$ cat config.mk
export PLATFORM = sky130hd
export DESIGN_NAME = uart_cmd_sequencer
export DESIGN_NICKNAME = d
export VERILOG_FILES = /design/src/rtl/uart_cmd_sequencer.sv
export SDC_FILE = /design/constraint.sdc
export NUM_CORES = 1
export LEC_CHECK = 0
export BUFFER_PORTS_ARGS = -buffer_cell sky130_fd_sc_hd__buf_2
export CAP_MARGIN = 0
export CORE_ASPECT_RATIO = 0.5
export CORE_MARGIN = 2
export CORE_UTILIZATION = 30
export CTS_BUF_LIST = sky130_fd_sc_hd__clkbuf_4
export DETAILED_ROUTE_END_ITERATION = 12
export PLACE_DENSITY_LB_ADDON = 0.2
export SETUP_SLACK_MARGIN = 0.1
export SLEW_MARGIN = 5
export SYNTH_ARGS = -nofsm -noshare
export SYNTH_HDL_FRONTEND = slang
export SYNTH_SLANG_ARGS = --single-unit
$ cat constraint.sdc
create_clock -name clk -period 2.6 [get_ports clk]
set_input_delay 0.26 -clock clk [delete_from_list [all_inputs] [get_ports clk]]
set_output_delay 0.26 -clock clk [all_outputs]
set_load 0.01 [all_outputs]
$ cat src/rtl/uart_cmd_sequencer.sv
// Frame parser between the UART receiver and the matrix/vector FIFOs and processor.
// Frames are SOF LEN CMD [payload] EOF; every consumed byte is acknowledged on clear_interrupt.
//
// state     | meaning
// S_IDLE    | waiting for SOF, other bytes discarded
// S_LEN     | next byte is the frame length
// S_CMD     | next byte is the command, validated against LEN/mat_n/working
// S_PAYLOAD | counting down payload bytes (N value or FIFO data)
// S_END     | next byte must be EOF, then the command executes
module uart_cmd_sequencer #(
  parameter int             DW    = 8,
  parameter int             MAX_N = 8,
  parameter logic [DW-1:0]  SOF   = 8'hFE,
  parameter logic [DW-1:0]  EOF   = 8'hEF
) (
  input  logic                           clk,
  input  logic                           rst,
  input  logic                           rx_interrupt,
  input  logic [DW-1:0]                  rx_data,
  output logic                           clear_interrupt,
  input  logic                           working,
  input  logic                           full_A,
  input  logic                           full_B,
  output logic                           push_A,
  output logic                           push_B,
  output logic [DW-1:0]                  push_data,
  output logic [$clog2(MAX_N+1)-1:0]     mat_n,
  output logic                           start_proc,
  output logic                           clear_proc,
  output logic                           frame_err
);

  localparam int NW = $clog2(MAX_N+1);
  localparam int CW = 2*NW;

  typedef enum logic [2:0] {
    S_IDLE,
    S_LEN,
    S_CMD,
    S_PAYLOAD,
    S_END
  } state_t;

  state_t          state_q, state_d;
  logic [DW-1:0]   len_q, len_d;
  logic [2:0]      cmd_q, cmd_d;
  logic [CW-1:0]   cnt_q, cnt_d;
  logic [NW-1:0]   pend_q, pend_d;
  logic            rx_seen_q, rx_seen_d;
  logic            ack_q, ack_d;
  logic            push_a_q, push_a_d;
  logic            push_b_q, push_b_d;
  logic [DW-1:0]   push_data_q, push_data_d;
  logic [NW-1:0]   mat_n_q, mat_n_d;
  logic            start_q, start_d;
  logic            clr_q, clr_d;
  logic            err_q, err_d;

  logic            accept;
  logic [CW-1:0]   n_ext;
  logic [CW-1:0]   p_nn;
  logic            n_valid;

  // A strobe held high is consumed once; rx_seen re-arms only after it drops.
  assign accept  = rx_interrupt & ~rx_seen_q & ~ack_q;
  assign n_ext   = CW'(mat_n_q);
  assign p_nn    = n_ext * n_ext;
  assign n_valid = (rx_data >= DW'(1)) && (rx_data <= DW'(MAX_N));

  always_comb begin
    state_d     = state_q;
    len_d       = len_q;
    cmd_d       = cmd_q;
    cnt_d       = cnt_q;
    pend_d      = pend_q;
    rx_seen_d   = rx_interrupt;
    ack_d       = accept;
    push_a_d    = 1'b0;
    push_b_d    = 1'b0;
    push_data_d = push_data_q;
    mat_n_d     = mat_n_q;
    start_d     = 1'b0;
    clr_d       = 1'b0;
    err_d       = 1'b0;

    if (accept) begin
      unique case (state_q)
        S_IDLE: begin
          if (rx_data == SOF) state_d = S_LEN;
        end

        S_LEN: begin
          len_d   = rx_data;
          state_d = S_CMD;
        end

        S_CMD: begin
          cmd_d   = rx_data[2:0];
          state_d = S_PAYLOAD;
          case (rx_data)
            DW'(1): begin
              cnt_d = CW'(1);
              if (len_q != DW'(3)) err_d = 1'b1;
            end
            DW'(2): begin
              state_d = S_END;
              if (len_q != DW'(2) || working) err_d = 1'b1;
            end
            DW'(3): begin
              state_d = S_END;
              if (len_q != DW'(2)) err_d = 1'b1;
            end
            DW'(4): begin
              cnt_d = p_nn;
              if (len_q != DW'(3) || mat_n_q == '0 || working) err_d = 1'b1;
            end
            DW'(5): begin
              cnt_d = n_ext;
              if (len_q != DW'(3) || mat_n_q == '0 || working) err_d = 1'b1;
            end
            default: err_d = 1'b1;
          endcase
          if (err_d) state_d = S_IDLE;
        end

        S_PAYLOAD: begin
          cnt_d = cnt_q - CW'(1);
          if (cnt_q == CW'(1)) state_d = S_END;
          case (cmd_q)
            3'd1: begin
              if (n_valid) pend_d = rx_data[NW-1:0];
              else         err_d  = 1'b1;
            end
            3'd4: begin
              if (full_A) err_d = 1'b1;
              else begin
                push_a_d    = 1'b1;
                push_data_d = rx_data;
              end
            end
            3'd5: begin
              if (full_B) err_d = 1'b1;
              else begin
                push_b_d    = 1'b1;
                push_data_d = rx_data;
              end
            end
            default: err_d = 1'b1;
          endcase
          if (err_d) state_d = S_IDLE;
        end

        S_END: begin
          state_d = S_IDLE;
          if (rx_data == EOF) begin
            case (cmd_q)
              3'd1:    mat_n_d = pend_q;
              3'd2:    start_d = 1'b1;
              3'd3:    clr_d   = 1'b1;
              default: ;
            endcase
          end else begin
            err_d = 1'b1;
          end
        end

        default: state_d = S_IDLE;
      endcase
    end
  end

  always_ff @(posedge clk or posedge rst) begin
    if (rst) begin
      state_q     <= S_IDLE;
      len_q       <= '0;
      cmd_q       <= '0;
      cnt_q       <= '0;
      pend_q      <= '0;
      rx_seen_q   <= 1'b0;
      ack_q       <= 1'b0;
      push_a_q    <= 1'b0;
      push_b_q    <= 1'b0;
      push_data_q <= '0;
      mat_n_q     <= '0;
      start_q     <= 1'b0;
      clr_q       <= 1'b0;
      err_q       <= 1'b0;
    end else begin
      state_q     <= state_d;
      len_q       <= len_d;
      cmd_q       <= cmd_d;
      cnt_q       <= cnt_d;
      pend_q      <= pend_d;
      rx_seen_q   <= rx_seen_d;
      ack_q       <= ack_d;
      push_a_q    <= push_a_d;
      push_b_q    <= push_b_d;
      push_data_q <= push_data_d;
      mat_n_q     <= mat_n_d;
      start_q     <= start_d;
      clr_q       <= clr_d;
      err_q       <= err_d;
    end
  end

  assign clear_interrupt = ack_q;
  assign push_A          = push_a_q;
  assign push_B          = push_b_q;
  assign push_data       = push_data_q;
  assign mat_n           = mat_n_q;
  assign start_proc      = start_q;
  assign clear_proc      = clr_q;
  assign frame_err       = err_q;

endmodule
Word level (Yosys, flattened, before mapping)

Cells that the tools add are included.
W data, S select, Z words.

Add/subtract/negate cells: 1
Multiply operators: 1
$lt $le $gt $ge: 2
Eq/ne operators: 24
Multiplexer cells: 43
Bitwise logic cells: 4
Reduce and logical (&&, ||, !) cells: 17

Operators with widths:

| kind                  | number |
|---|---|
| $pmux W8 S2           | 2 |
| $mux W1               | 29 |
| $pmux W8 S3           | 1 |
| $eq A8 B1 Y1 const B  | 2 |
| $eq A8 B2 Y1 const B  | 2 |
| $eq A8 B3 Y1 const B  | 2 |
| $eq A8 B8 Y1 const B  | 2 |
| $mux W8               | 2 |
| $ne A8 B2 Y1 const B  | 2 |
| $mux W3               | 5 |
| $eq A3 B2 Y1 const B  | 4 |
| $pmux W3 S4           | 1 |
| $eq A3 B3 Y1 const B  | 3 |
| $ge A8 B1 Y1 const B  | 1 |
| $le A8 B4 Y1 const B  | 1 |
| $mul A4 B4 Y8         | 1 |
| $reduce_and A4 Y1     | 2 |
| $sub A8 B1 Y8 const B | 1 |
| $eq A3 B1 Y1 const B  | 2 |
| $ne A2 B2 Y1 const B  | 3 |
| $pmux W1 S3           | 2 |
| $reduce_and A3 Y1     | 2 |
| $reduce_and A5 Y1     | 1 |
| $logic_not A4 Y1      | 1 |
| other kinds (11)      | 18 |

Register bits: 45
Bits of input ports: 14
Output and inout port bits: 18
Logic and storage cells: 106

Logic depth before layout (Yosys ltp)

Gate-level depths: netlist (run 1).

Depth after elaboration: 9
Mapped depth: 9
Depth with buffers taken out: 8

Worst setup path before layout (run 1)

OpenSTA, ideal clock, no wires.

Kind: register to register
Start: register ack_q, in the netlist clear_interrupt
End: register pend_q[0]
Library setup time: 0.125 ns
Arrival time: 1.919 ns
Required time: 2.475 ns
Setup slack: 0.557 ns
Cell stages (with the launch flop): 5
Path buffers: 0
Clock period less this slack: 2.043 ns
Path through: dfrtp_1 > or3b_2 > or3_1 > nor3b_2 > mux2_2

Cells in the longest elaborated chain, start to end: 3

RTL lines:

| what                        | line | source |
|---|---|---|
| start: declaration          | 50   | `logic ack_q, ack_d;` |
| start signal: assignment    | 195  | `ack_q <= ack_d;` |
| $not A1 Y1                  | 65   | `assign accept = rx_interrupt & ~rx_seen_q & ~ack_q;` |
| $and A1 B1 Y1               | 65   |  |
| $reduce_and A4 Y1 (no line) | n/a  |  |
| end signal: assignment      | 193  | `pend_q <= pend_d;` |
| end: declaration            | 48   | `logic [NW-1:0] pend_q, pend_d;` |

Every way passes these cells.
A chain may end at the register's enable or synchronous reset.

Final worst setup path (run 1)

Start: register rx_seen_q
End: register pend_q[3]

Cells in the longest elaborated chain, start to end: 4

RTL lines:

| what                        | line | source |
|---|---|---|
| start: declaration          | 49   | `logic rx_seen_q, rx_seen_d;` |
| start signal: assignment    | 194  | `rx_seen_q <= rx_seen_d;` |
| $not A1 Y1                  | 65   |  |
| $and A1 B1 Y1 (2 in series) | 65   |  |
| $reduce_and A4 Y1 (no line) | n/a  |  |

Every way passes these cells.

==> summary.md, run 1 <==
| Metric | Value |
|---|---|
| Final hold vios | `0` |
| Top FF cell, synth | `dfrtp_1` |
| Reg clk slew, reported paths | `130 ps` |
| CP startpoint kind | `flop` |
| Htree depth | `2` |
| DRC Markers | `0` |
| Mapped Avg Cell Area | `10.5 um^2` |
| Final Instance Area | `around 2700 um^2` |
| Final slew viol count | `0` |
| Initial antenna violation count | `0` |
| Cts repair resizes | `0` |
| WHS | `approximately 25 ps` |
| Critical Path Start | `rx_seen_q` |
| Port Buf Inserts | `31` |
| Total CTS buffers | `5` |
| Worst Setup Path Type | `flop to flop` |
| Cells after Synth | `approximately 230` |
| Row cnt | `22` |
| Req. time, crit path | `2840 ps` |
| Final wirelength | `5.57 mm` |
| Die height | `between 60 and 70 um` |
| Peak VDD IR | `approximately 350 uV` |
| Core Footprint | `7540 um^2` |
| DR top layer | `met4` |
| RR Startpoint | `rx_seen_q` |
| Vias in the first global route | `between 1500 and 2000` |
| Actual slew at the worst max-slew pin | `~930 ps` |
| Max_cap viols | `0` |
| Met2 WL | `approximately 2.6 mm` |
| CTS max path bufs | `2` |
| Crit path max fanout | `5` |
| Post-DP HPWL | `between 4 and 5 mm` |
| TritonCTS clock tree | `built` |
| Post-DRT Antenna Nets | `0` |
| Final Cycle Share | `between 80% and 90%` |
| Share of layout cells above drive strength 1 | `28.6%` |
| Overflow after GRT | `0` |
| Synthesized flop and latch total | `45` |
| Net Count, Synth | `around 250` |
| Setup TNS | `0 ps` |
| Slowest cell on the critical path | `or3b_2` |
| Clock Tree Root | `clkbuf_4` |
| Worst stage delay on the critical path | `510 ps` |
| Met1 WL | `2.70 mm` |
| Die width | `about 130 um` |
| Clk_lat worst skew | `350 ps` |
| Critical path endpoint category | `flop` |
| Power per cell area | `approximately 740 nW/um^2` |
| RSZ-0062 raised after global routing | `no` |
| DR WL/cell | `15.0 um` |
| Largest net degree at the start of global routing | `between 40 and 50` |
| Register area share after synthesis | `between 40 and 50%` |
| Max Fclk | `approximately 460 MHz` |
| Cts hold-fix bufs | `0` |
| Wire length on met3 | `between 200 and 250 um` |
| GP Congestion | `~0.8` |
| Iteration-0 DRC count of the detailed router | `95` |
| Fraction of registers with async set/reset | `100%` |
| Starting Density | `around a third` |
| Clock skew | `10.2 ps` |
| DR pass1 iterations | `4` |
| Leading cell type in the layout, fill and taps excluded | `dfrtp_1` |
| All-layer global routing usage | `13.8%` |
| Synth Warn # | `0` |
| Fin crit period | `roughly 2200 ps` |
| # nets final | `282` |
| EDFF count, synth | `0` |
| HP Start | `rx_interrupt` |
| Most frequent cells in the layout | `dfrtp_1, buf_2, mux2_2` |
| Crit path cell chain | `or3b_2 -> or3_1 -> nor3b_2 -> mux2_2` |
| Post-synthesis cell area | `about 2400 um^2` |
| Worst hold path type | `input port to flop` |
| Io pins | `32` |
| Routed vias | `~1900` |
| # setup viols final | `0` |
| Via density | `around 5` |
| Post-CTS setup buffer count | `0` |
| Leakage | `between 1 and 1.5 nW` |
| DIE AREA | `just under 9000 um^2` |
| Run status | `completed` |
| Netlist cell types | `53` |
| First-pass GRT wire length | `between 9 and 10 mm` |
| CTS sink cnt | `45` |
| Arr. time, crit path | `between 2000 and 2500 ps` |
| Slew headroom | `~38%` |
| Cell Area, Placed | `between 2000 and 3000 um^2` |
| Antenna Cells | `0` |
| Syn-to-layout area delta | `14.1%` |
-- synthesized netlist by cell type, types with 2 or more instances --
| master | instances | area, um^2 |
|---|---|---|
| a22oi_1 | 3 | 22.5 |
| xnor2_1 | 3 | 26.3 |
| and3_1 | 3 | 18.8 |
| o211ai_1 | 5 | 37.5 |
| a31o_2 | 2 | 17.5 |
| or3_1 | 3 | 18.8 |
| o22ai_1 | 3 | 18.8 |
| a22o_1 | 3 | 26.3 |
| nor3b_2 | 2 | 25.0 |
| nor2_1 | 13 | 48.8 |
| nand4_1 | 4 | 25.0 |
| nor4_1 | 7 | 43.8 |
| clkbuf_1 | 5 | 18.8 |
| o21ai_0 | 12 | 60.1 |
| mux2_2 | 25 | 282 |
| buf_2 | 4 | 20.0 |
| ha_1 | 5 | 62.6 |
| xor2_1 | 2 | 17.5 |
| nor2b_1 | 3 | 18.8 |
| nor3_1 | 8 | 40.0 |
| nor3b_1 | 3 | 22.5 |
| a21oi_1 | 6 | 30.0 |
| nand2_1 | 14 | 52.6 |
| nand3_1 | 6 | 30.0 |
| dfrtp_1 | 45 | 1130 |
| mux2i_1 | 2 | 20.0 |
| and2_1 | 5 | 31.3 |
| inv_1 | 7 | 26.3 |
-- stage by stage --
| stage | total power, W | cells | setup WS, ps | util (%) |
|---|---|---|---|---|
| 2_1_floorplan | 0.00149 | 228 | 557 | - |
| 3_3_place_gp | 0.00170 | 363 | 453 | 35.7 |
| 3_5_place_dp | 0.00172 | 363 | 421 | 35.7 |
| 4_1_cts | 0.00204 | 370 | 400 | 36.3 |
| 5_1_grt | 0.00217 | 370 | 279 | 36.3 |
| 6_report | 0.00203 | 370 | 427 | 36.3 |
-- logic make-up (layout without fill, tap and decap cells) --
group / after synthesis / after routing / synth area share, %
simple gates: 82 / 82 / 19.3
xor+xnor: 5 / 5 / 1.82
mux: 28 / 28 / 13.0
fa+ha+maj: 6 / 6 / 3.44
flops: 45 / 45 / 46.9
buf+inv: 17 / 51 / 2.87
compound gates: 45 / 45 / 12.6
-- cell type report --
class	instances	area (um^2)
multi-input combinational	166	1210
timing repair buffer	36	193
fill	797	4800
clock buffer	6	45.0
tap	108	135
clock inverter	1	3.75
sequential	45	1130
inverter	8	30.0
-- critical path, delay by kind of cell, from the launching register on --
kind | cells | cell delay, ps
simple gates | 3 | 1320
flops | 1 | 380
mux | 1 | 380
-- layer usage --
layer  track usage [%]  vias to the layer above
met1              18.4                      916
met4              4.39                        0
met3              2.54                        4
li1                  -                      906
met2              23.2                       33
met5                 0                        -
-- path summary, 6_finish.rpt --
path / cells after the start / to / slack, ps
setup / recovery: 4 / pend_q[3] / 430
hold reg to reg: 1 / push_data[5] / 520
min in group asynchronous: 2 / push_data[4] / 100
max in group asynchronous: 2 / len_q[0] / 1910
setup reg to reg: 4 / pend_q[3] / 430
hold / removal: 1 / rx_seen_q / 20
-- registers in the layout (all words and copies together) (netlist names) --
register,count
cnt_q,8
push_A,1
len_q,8
clear_interrupt,1
push_data,8
start_proc,1
mat_n,4
cmd_q,3
pend_q,4
rx_seen_q,1
clear_proc,1
state_q,3
push_B,1
frame_err,1
-- power breakdown --
part | leakage (nW) | total, W | internal [W] | switching, W
Combinational | 0.639 | 0.000666 | 0.000320 | 0.000346
Sequential | 0.591 | 0.00104 | 0.000877 | 0.000160
Clock | 0.0292 | 0.000326 | 0.000109 | 0.000217
Power figures use the tool's default switching activity.
==> run 2: changes to the inputs <==
clock period = 1.9 ns   (was 2.6 ns; I/O delays follow)
==> summary.md, run 2 (same netlist as run 1, synthesis figures left out) <==
| Metric | Value |
|---|---|
| Iteration-0 DRC count of the detailed router | `between 70 and 80` |
| GP Congestion | `approximately 0.95` |
| Syn-to-layout area delta | `36.9%` |
| Req. time, crit path | `roughly 2100 ps` |
| Post-DP HPWL | `around 4.5 mm` |
| Critical path endpoint category | `flop` |
| Clock skew | `about 17 ps` |
| CP startpoint kind | `flop` |
| Failing checks | `negative setup slack` |
| Share of layout cells above drive strength 1 | `between 40% and 50%` |
| Arr. time, crit path | `between 2000 and 2500 ps` |
| DIE AREA | `slightly below 9000 um^2` |
| Final hold vios | `0` |
| RR Startpoint | `rx_seen_q` |
| Port Buf Inserts | `31` |
| Most frequent cells in the layout | `dfrtp_1, buf_4, buf_2` |
| Htree depth | `2` |
| Leakage | `between 1.5 and 2 nW` |
| Run status | `finished, violations left` |
| # nets final | `between 300 and 400` |
| Starting Density | `roughly a third` |
| Routed vias | `just over 2000` |
| Power per cell area | `941 nW/um^2` |
| Worst Setup Path Type | `flop to flop` |
| Fin crit period | `around 1900 ps` |
| Cell Area, Placed | `3010 um^2` |
| CTS sink cnt | `45` |
| Post-DRT Antenna Nets | `0` |
| Crit path max fanout | `5` |
| Worst hold path type | `input port to flop` |
| CTS max path bufs | `2` |
| Critical Path Start | `rx_seen_q` |
| Row cnt | `22` |
| Clock Tree Root | `clkbuf_4` |
| Die width | `131 um` |
| DR WL/cell | `14.6 um` |
| Antenna Cells | `0` |
| Via density | `slightly below 5` |
| RSZ-0062 raised after global routing | `yes` |
| WP buf/inv | `1` |
| Slew headroom | `between 40% and 50%` |
| Final Instance Area | `~3300 um^2` |
| Vias in the first global route | `between 2000 and 2500` |
| Final slew viol count | `0` |
| Io pins | `32` |
| Largest net degree at the start of global routing | `24` |
| Max Fclk | `~520 MHz` |
| All-layer global routing usage | `between 10% and 20%` |
| Final setup margin | `-32.9 ps` |
| Final wirelength | `6.07 mm` |
| Max_cap viols | `0` |
| Crit path cell chain | `or3b_4 -> or3_4 -> nor3b_4 -> buf_6 -> mux2_4` |
| Actual slew at the worst max-slew pin | `roughly 850 ps` |
| Clk_lat worst skew | `roughly 360 ps` |
| DR pass1 iterations | `4` |
| Worst path top cell family by delay | `simple AND/OR/NAND/NOR gates` |
| Die height | `just under 70 um` |
| Slowest cell on the critical path | `or3b_4` |
| Leading cell type in the layout, fill and taps excluded | `dfrtp_1` |
| Fillers | `roughly 740` |
| Total CTS buffers | `5` |
| Core Footprint | `roughly 7500 um^2` |
| Worst stage delay on the critical path | `around 400 ps` |
| Reg clk slew, reported paths | `about 130 ps` |
| TritonCTS clock tree | `built` |
| Initial antenna violation count | `0` |
| Overflow after GRT | `0` |
| First-pass GRT wire length | `10.4 mm` |
| # setup viols final | `4` |
| Peak VDD IR | `487 uV` |
| HP Start | `rx_data[2]` |
| Final Cycle Share | `102%` |
| DRC Markers | `0` |
| WHS | `129 ps` |
## run 2: cell type report
cell class / count / area, um^2 / share of cell area (%)
inverters: 8 / 30.0 / 0.913
clock buffers: 6 / 45.0 / 1.37
clock inverters: 2 / 33.8 / 1.03
repair buffers: 82 / 579 / 17.6
multi-input cells: 166 / 1340 / 40.7
well taps: 108 / 135 / 4.11
flip-flops and latches: 45 / 1130 / 34.3
## run 2: routing by layer
metal  vias up  global-route usage, %  wire (um)
li1       1003                      -          -
met1      1000                   21.4       3100
met2        38                   23.9       2640
met3         9                   2.93        263
met4         0                   4.26         66
met5         -                      0          0
## run 2: repair_timing
| action | CTS | global route |
|---|---|---|
| pin swaps | 3 | 6 |
| hold buffers | 4 | 0 |
| resized for setup | 9 | 16 |
| endpoints found under the hold margin | 25 | 0 |
| setup endpoints to repair | 19 | 25 |
| setup buffers | 5 | 4 |
| gates cloned | 0 | 0 |
## run 2: power breakdown
part	internal, W	switching (W)
registers	0.00120	0.000189
logic	0.000568	0.000547
clock network	0.000288	0.000300
total	0.00206	0.00104
## run 2: through the flow
stage	cells	setup slack, ps	TNS [ps]	util (%)	total power, W
final	417	-32.9	-111	43.6	0.00309
after CTS	413	-57.2	-189	42.5	0.00308
after global routing	417	-62.1	-486	43.6	0.00332
after global placement	396	-45.9	-143	39.9	0.00239
after floorplan	228	31.6	0	-	0.00205
after detailed placement	396	-83.5	-319	39.9	0.00241
## run 2: worst paths after layout
kind | to | slack [ps] | cells past startpoint
worst min-delay path | cmd_q[2] | 130 | 2
max in group asynchronous | len_q[3] | 920 | 4
worst min register to register | push_data[0] | 500 | 2
min in group asynchronous | clear_interrupt | 430 | 3
worst max-delay path | pend_q[2] | -30 | 5
worst max register to register | pend_q[2] | -30 | 5
==> run 3: changes to the inputs <==
CTS_CLUSTER_DIAMETER = 50   (was unset)
GPL_TIMING_DRIVEN = 0   (was unset)
SKIP_LAST_GASP = 1   (was unset)
==> summary.md, run 3 (same netlist as run 1, synthesis figures left out) <==
| Metric | Value |
|---|---|
| Initial antenna violation count | `0` |
| Antenna Cells | `0` |
| Final wirelength | `~6.1 mm` |
| DR pass1 iterations | `4` |
| Leading cell type in the layout, fill and taps excluded | `dfrtp_1` |
| Post-DRT Antenna Nets | `0` |
| Reg2Reg Depth | `5` |
| Req. time, crit path | `between 2000 and 2500 ps` |
| Critical Path Start | `rx_seen_q` |
| Total CTS buffers | `5` |
| # setup viols final | `3` |
| Overflow after GRT | `0` |
| Share of layout cells above drive strength 1 | `42.2%` |
| Power per cell area | `about 970 nW/um^2` |
| Clock Tree Root | `clkbuf_4` |
| Iteration-0 DRC count of the detailed router | `about 150` |
| Arr. time, crit path | `2190 ps` |
| Most frequent cells in the layout | `dfrtp_1, buf_2, mux2_2` |
| Max_cap viols | `0` |
| Crit path max fanout | `5` |
| Io pins | `32` |
| Run status | `finished, violations left` |
| Die height | `67.3 um` |
| Post-DP HPWL | `approximately 4.3 mm` |
| Clk_lat worst skew | `about 370 ps` |
| Layout Cells excl Fill | `just under 400` |
| Syn-to-layout area delta | `31.8%` |
| # nets final | `306` |
| Final Cycle Share | `102%` |
| DRC Markers | `0` |
| CP startpoint kind | `flop` |
| CTS sink cnt | `45` |
| DR WL/cell | `~15 um` |
| Core Footprint | `7540 um^2` |
| Starting Density | `between 30% and 40%` |
| Row cnt | `22` |
| Worst hold path type | `input port to flop` |
| RSZ-0062 raised after global routing | `yes` |
| RR Startpoint | `rx_seen_q` |
| Critical path endpoint category | `flop` |
| Fillers | `roughly 760` |
| Reg clk slew, reported paths | `approximately 140 ps` |
| Htree depth | `2` |
| CTS max path bufs | `2` |
| Dpl cells | `366` |
| Worst hold path depth | `2` |
| Final slew viol count | `0` |
| Global Route met2 Usage | `a little under a quarter` |
| First-pass GRT wire length | `9.91 mm` |
| Final hold vios | `0` |
| Die width | `roughly 130 um` |
| Busiest layer in global routing | `met2` |
| Met3 Use GR | `under 10%` |
| Via density | `between 5 and 6` |
| Slew headroom | `~62%` |
| Vias in the first global route | `1943` |
| All-layer global routing usage | `between 10% and 20%` |
| Routing usage on met1 | `a little over a fifth` |
| HP Start | `rx_data[7]` |
| Peak VDD IR | `roughly 440 uV` |
| Routed vias | `~2000` |
| TritonCTS clock tree | `built` |
| Fin crit period | `1930 ps` |
| DIE AREA | `8780 um^2` |
| Max Fclk | `between 500 and 600 MHz` |
| Worst Setup Path Type | `flop to flop` |
| Final setup margin | `-32.0 ps` |
| Cell Area, Placed | `roughly 2800 um^2` |
| Largest net degree at the start of global routing | `26` |
| Failing checks | `negative setup slack` |
| Final Instance Area | `about 3200 um^2` |
| Port Buf Inserts | `29` |
| Clock skew | `15.3 ps` |
| Leakage | `roughly 1.4 nW` |
| Actual slew at the worst max-slew pin | `around 560 ps` |
| GP Congestion | `around 0.85` |
[run 3: cell count changes in the layout (fill, tap and decap cells not counted), sizes merged]
| cell | previous run | this run |
|---|---|---|
| buf | 78 | 52 |
| clkbuf | 6 | 9 |
| clkinv | 3 | 1 |
| clkinvlp | 0 | 1 |
| inv | 6 | 8 |
[run 3: critical path, cell delays in order (launching register included)]
cell	delay, ps
dfrtp_1	380
or3b_4	400
or3_4	380
nor3b_4	190
buf_6	140
mux2_2	330
[run 3: per-layer routing]
metal / vias up / routed length [um] / part of all wire, %
li1: 959 / - / -
met1: 977 / 3000 / 49
met2: 46 / 2780 / 46
met3: 5 / 252 / 4.1
met4: 0 / 56 / 0.92
met5: - / 0 / 0
[run 3: power by group]
group / total (W) / switching [W] / internal (W)
Combinational: 0.00105 / 0.000549 / 0.000500
Clock: 0.000610 / 0.000331 / 0.000279
Sequential: 0.00140 / 0.000193 / 0.00120
Total: 0.00306 / 0.00107 / 0.00198
[run 3: final cells by class]
class,instances,area (um^2),area share [%]
inverter,8,37.5,1.19
sequential,45,1130,35.8
multi-input combinational,166,1380,43.6
timing repair buffer,52,348,11.0
buffer,8,48.8,1.54
tap,108,135,4.27
clock buffer,5,37.5,1.19
clock inverter,3,46.3,1.46
[run 3: worst paths after layout]
check                               endpoint  slack, ps
worst max register to register     pend_q[3]        -30
worst min-delay path            push_data[7]        130
min in group asynchronous         state_q[1]        370
worst min register to register  push_data[0]        510
worst max-delay path               pend_q[3]        -30
max in group asynchronous           len_q[1]       1020
[run 3: metrics by stage]
step                power [W]  setup WS [ps]  TNS, ps  hold WS [ps]  utilization, %
floorplan             0.00205           31.6        0           221               -
global placement      0.00230           -557    -8090           309            36.5
detailed placement    0.00233           -555    -7820           237            36.8
CTS                   0.00298          -34.3     -100           102            40.2
global route          0.00328          -68.8     -714           115            42.0
finish                0.00306          -32.0    -61.6           132            42.0
[run 3: timing repair]
action	in CTS	in global routing
hold buffers	4	0
setup endpoints to repair	31	32
setup buffers	11	7
hold endpoints to repair	23	0
resized for setup	15	22
pin swaps	8	8
